$ cat config.mk
export PLATFORM = sky130hd
export DESIGN_NAME = seq_detect_param
export DESIGN_NICKNAME = d
export VERILOG_FILES = /design/src/rtl/seq_detect_param.sv
export SDC_FILE = /design/constraint.sdc
export NUM_CORES = 1
export LEC_CHECK = 0
export ABC_AREA = 1
export BUFFER_PORTS_ARGS = -buffer_cell sky130_fd_sc_hd__buf_2
export CORE_ASPECT_RATIO = 1.2
export CORE_UTILIZATION = 56
export DETAILED_ROUTE_END_ITERATION = 10
export HOLD_SLACK_MARGIN = 0.08
export PLACE_DENSITY = 0.91
export REMOVE_ABC_BUFFERS = 1
export SYNTH_ARGS = -nofsm -noshare
export SYNTH_HDL_FRONTEND = slang
export SYNTH_SLANG_ARGS = --single-unit
$ cat constraint.sdc
create_clock -name clk -period 2.8 [get_ports clk]
set_clock_uncertainty 0.1 [all_clocks]
set_input_delay 0.42 -clock clk [delete_from_list [all_inputs] [get_ports clk]]
set_output_delay 0.42 -clock clk [all_outputs]
set_load 0.005 [all_outputs]
$ cat src/rtl/seq_detect_param.sv
// seq_detect_param: runtime-programmable serial pattern detector.
// Bits are accepted only when in_valid is high. When the newest accepted bits
// equal the loaded pattern, the registered flag z goes high. Detection can be
// overlapping or non-overlapping, and a saturating counter records matches.
module seq_detect_param #(
    parameter int MAX_LEN = 8,
    parameter int LEN_W   = 4,
    parameter int CNT_W   = 8
) (
    input  logic               clk,
    input  logic               rst,
    input  logic               x,
    input  logic               in_valid,
    input  logic               cfg_load,
    input  logic [MAX_LEN-1:0] cfg_pattern,
    input  logic [LEN_W-1:0]   cfg_len,
    input  logic               cfg_overlap,
    input  logic               count_clr,
    output logic               z,
    output logic [CNT_W-1:0]   match_count,
    output logic               cfg_err
);

    logic [MAX_LEN-1:0] hist_q, hist_d;
    logic [LEN_W-1:0]   fill_q, fill_d;
    logic [MAX_LEN-1:0] pat_q;
    logic [LEN_W-1:0]   len_q;
    logic               ovl_q;
    logic               z_q;
    logic [CNT_W-1:0]   count_q;
    logic               err_q;

    logic               accept;
    logic               match;
    logic               len_bad;
    logic [MAX_LEN-1:0] mask;

    // Next history/fill for an accepted bit, the compare mask and the match decision
    always_comb begin
        accept  = in_valid && !cfg_load;
        hist_d  = {hist_q[MAX_LEN-2:0], x};
        fill_d  = (fill_q >= LEN_W'(MAX_LEN)) ? fill_q : fill_q + 1'b1;
        len_bad = (cfg_len == '0) || (cfg_len > LEN_W'(MAX_LEN));
        mask    = '0;
        for (int i = 0; i < MAX_LEN; i++) begin
            mask[i] = (i < int'(len_q));
        end
        match = accept && !err_q && (fill_d >= len_q) &&
                ((hist_d & mask) == (pat_q & mask));
    end

    // All detector state: configuration, history, detect flag and match counter
    always_ff @(posedge clk or posedge rst) begin
        if (rst) begin
            hist_q  <= '0;
            fill_q  <= '0;
            pat_q   <= MAX_LEN'(5);
            len_q   <= LEN_W'(3);
            ovl_q   <= 1'b1;
            z_q     <= 1'b0;
            count_q <= '0;
            err_q   <= 1'b0;
        end else begin
            if (cfg_load) begin
                pat_q  <= cfg_pattern;
                len_q  <= cfg_len;
                ovl_q  <= cfg_overlap;
                err_q  <= len_bad;
                hist_q <= '0;
                fill_q <= '0;
                z_q    <= 1'b0;
            end else if (accept) begin
                hist_q <= hist_d;
                z_q    <= match;
                if (match && !ovl_q) begin
                    fill_q <= '0;
                end else begin
                    fill_q <= fill_d;
                end
            end

            if (count_clr) begin
                count_q <= match ? CNT_W'(1) : '0;
            end else if (match && (count_q != {CNT_W{1'b1}})) begin
                count_q <= count_q + 1'b1;
            end
        end
    end

    assign z           = z_q;
    assign match_count = count_q;
    assign cfg_err     = err_q;

endmodule

==> run metrics <==
status=completed; Cell Chain, Critical Path=inv_1 -> ha_1 -> inv_1 -> o21ai_0 -> ha_1 -> nand2_1 -> nand2_1 -> nand2_1 -> nand2_1 -> nor2_1 -> nor2_4 -> nand4_4 -> nand2_4 -> nand2_1 -> nand2_1; Setup CP Type=reg -> reg; share of layout cells above drive strength 1=between 10% and 20%; vias in the first global route=between 1.5k and 2k; CTS Buf Count=5; RSZ-0062 raised after global routing=false; Setup WS pre-CTS=around 0.55 ns; HPWL Detailed=between 2000 and 3000 um; CTS Sinks=34; Total Routing Usage GR=between 20% and 30%; slowest CP cell=dfrtp_1; crit path max fanout=9; number of port buffers=28; total wire length=roughly 3800 um; Clock Latency Late Sink=between 0.3 and 0.4 ns; CP required=roughly 3 ns; buffer count from post-CTS setup fixing=0; Setup Viol. Count Final=0; worst hold path type=in -> reg; via density per instance=between 5 and 6; Top cell by count, worst path=nand2_1; final count of hold timing violations=0; worst slew pin tran=about 0.42 ns; Syn Inst Count=approximately 250; initial antenna violation count=0; first-pass GRT wire length=approximately 6500 um; Hold WS=0.1742 ns; max_slew headroom=72.25%; startpoint types=flip-flop; P_leak=1.145 nW; Cell Pwr Density=467.5 nW/um2; Tcrit/Tclk final=roughly four fifths; Initial Util=60.55%; hold path startpoint=cfg_pattern[6]; Max VDD drop=about 0.00036 V; Core Box Area=approximately 3200 um2; Syn Area/Cell=7.637 um2; Seq cells post-synth=34; CP bufs+invs=2; synth warn=0; row count=22; Remaining DRCs=0; ANT nets after route=0; final worst slack=between 0.5 and 0.6 ns; largest net degree at the start of global routing=35; CTS tree=yes; most common cell after layout, fill and taps aside=nand2_1; IO Pins=29; min cycle time layout=approximately 2.3 ns; clk slew on worst S/H paths=0.10 ns; most frequent cells in the layout=nand2_1, inv_1, dfrtp_1; Max Buffers Root-to-Sink=2; clock root cell=clkbuf_4; drt wl/cell=11.94 um; CP Launch Point=fill_q[0]; Die Y=roughly 66 um; total die area=between 3000 and 4000 um2; fmax=~440 MHz; Seq/Total Area, Yosys=around 45%; Pre-antenna DRT Iters=5; Vias=between 1.5k and 2k; post-synth cell types=26; CP endpoint kind=flip-flop; multi-input logic area=just under 900 um2; Reg area=between 800 and 900 um2; Final nets=around 310; Critical Path AT=about 2.4 ns; filler instances=270; RePlAce Congestion=around 0.83; Die X=~55 um; max-slew violations=0; area grow syn2layout=12.66%; ant diodes=0; final setup TNS=0 ns; gr ovfl total=0; delay-heaviest family, CP=simple AND/OR/NAND/NOR gates; Max Cap Viol=0; Max stage delay on crit path=0.39 ns; # resized after CTS=0; H-Tree Depth=2; worst r2r src=fill_q[0]; Detailed Route Iter0 Violations=~60; Post-Syn Area=around 1900 um2
area by class of cell:
class,instances,share of cell area [%]
Clock buffer,7,2.549
Timing Repair Buffer,30,7.300
Sequential cell,34,39.69
Inverter,39,6.779
Multi-Input combinational cell,173,41.37
Tap cell,36,2.086
Clock inverter,1,0.2317
registers in the layout, indices dropped and copies added (netlist names):
register / count
cfg_err: 1
match_count: 8
ovl_q: 1
hist_q: 7
len_q: 4
z: 1
pat_q: 8
fill_q: 4
kinds of logic (layout without fill, tap and decap cells):
kind of cell / count (synthesis) / after routing / share of synthesized area (%)
simple gates: 130 / 130 / 30.29
buf+inv: 44 / 77 / 8.680
flops: 34 / 34 / 44.71
compound gates: 27 / 27 / 7.637
xor+xnor: 9 / 9 / 4.112
fa+ha+maj: 7 / 7 / 4.569
layer usage:
layer,share of wire (%),track usage [%]
met3,3.9,4.501
met5,0,0
met1,45,28.04
met2,49,39.61
met4,2.0,11.56
Yosys cell counts:
cell type | n | area [um2]
nor2_2 | 2 | 12.51
dfstp_2 | 5 | 131.4
ha_1 | 7 | 87.58
nand3_1 | 16 | 80.08
o21ai_0 | 18 | 90.09
buf_2 | 1 | 5.000
nor3b_1 | 1 | 7.510
nand2_2 | 4 | 25.02
clkbuf_1 | 4 | 15.01
or2_2 | 2 | 12.51
nand2_4 | 1 | 11.26
nand2_1 | 78 | 292.8
nand4_4 | 1 | 21.27
dfrtp_1 | 29 | 725.7
o22ai_1 | 7 | 43.79
a21oi_1 | 1 | 5.000
clkinv_1 | 1 | 3.750
inv_2 | 1 | 3.750
nor2_1 | 18 | 67.56
o31ai_1 | 1 | 7.510
nor2_4 | 2 | 22.52
nor3_1 | 3 | 15.01
nand4_1 | 2 | 12.51
xor2_1 | 5 | 43.79
xnor2_1 | 4 | 35.03
inv_1 | 37 | 138.9
what timing repair did:
| action | in CTS | in global routing |
|---|---|---|
| setup endpoints to repair | 0 | 0 |
| hold buffers | 1 | 0 |
| hold endpoints to repair | 29 | 0 |
power by group:
part / internal [mW] / leakage [nW] / switching [mW]
Clock: 0.122 / 0.0353 / 0.161
Sequential: 0.524 / 0.437 / 0.0238
Combinational: 0.0662 / 0.673 / 0.113
path summary, 6_finish.rpt:
check,endpoint,slack (ns),cells past startpoint
worst max-delay path,match_count[2],0.52,15
worst min-delay path,pat_q[6],0.17,3
worst max register to register,match_count[2],0.52,15
worst min register to register,pat_q[0],0.41,2
max in group asynchronous,pat_q[0],1.66,4
min in group asynchronous,len_q[2],0.61,4
per-stage QoR:
step | cells | instance area, um2 | utilization [%] | power [mW]
2_1_floorplan | 246 | 1897 | - | 0.6762
3_3_place_gp | 311 | 2090 | 66.01 | 0.7264
3_5_place_dp | 311 | 2090 | 66.01 | 0.7344
4_1_cts | 320 | 2160 | 68.22 | 1.016
5_1_grt | 320 | 2160 | 68.22 | 1.070
6_report | 320 | 2160 | 68.22 | 1.010
worst register-to-register path, delay by kind of cell, from the launching register on:
family                     cells  cell delay [ns]
buffers and inverters          2             0.11
and+or+nand+nor               10             0.81
adders and majority gates      2             0.56
DFF                            1             0.39
AOI/OAI and AO/OA              1             0.21
Note: power is estimated with default switching activity, not from simulation.
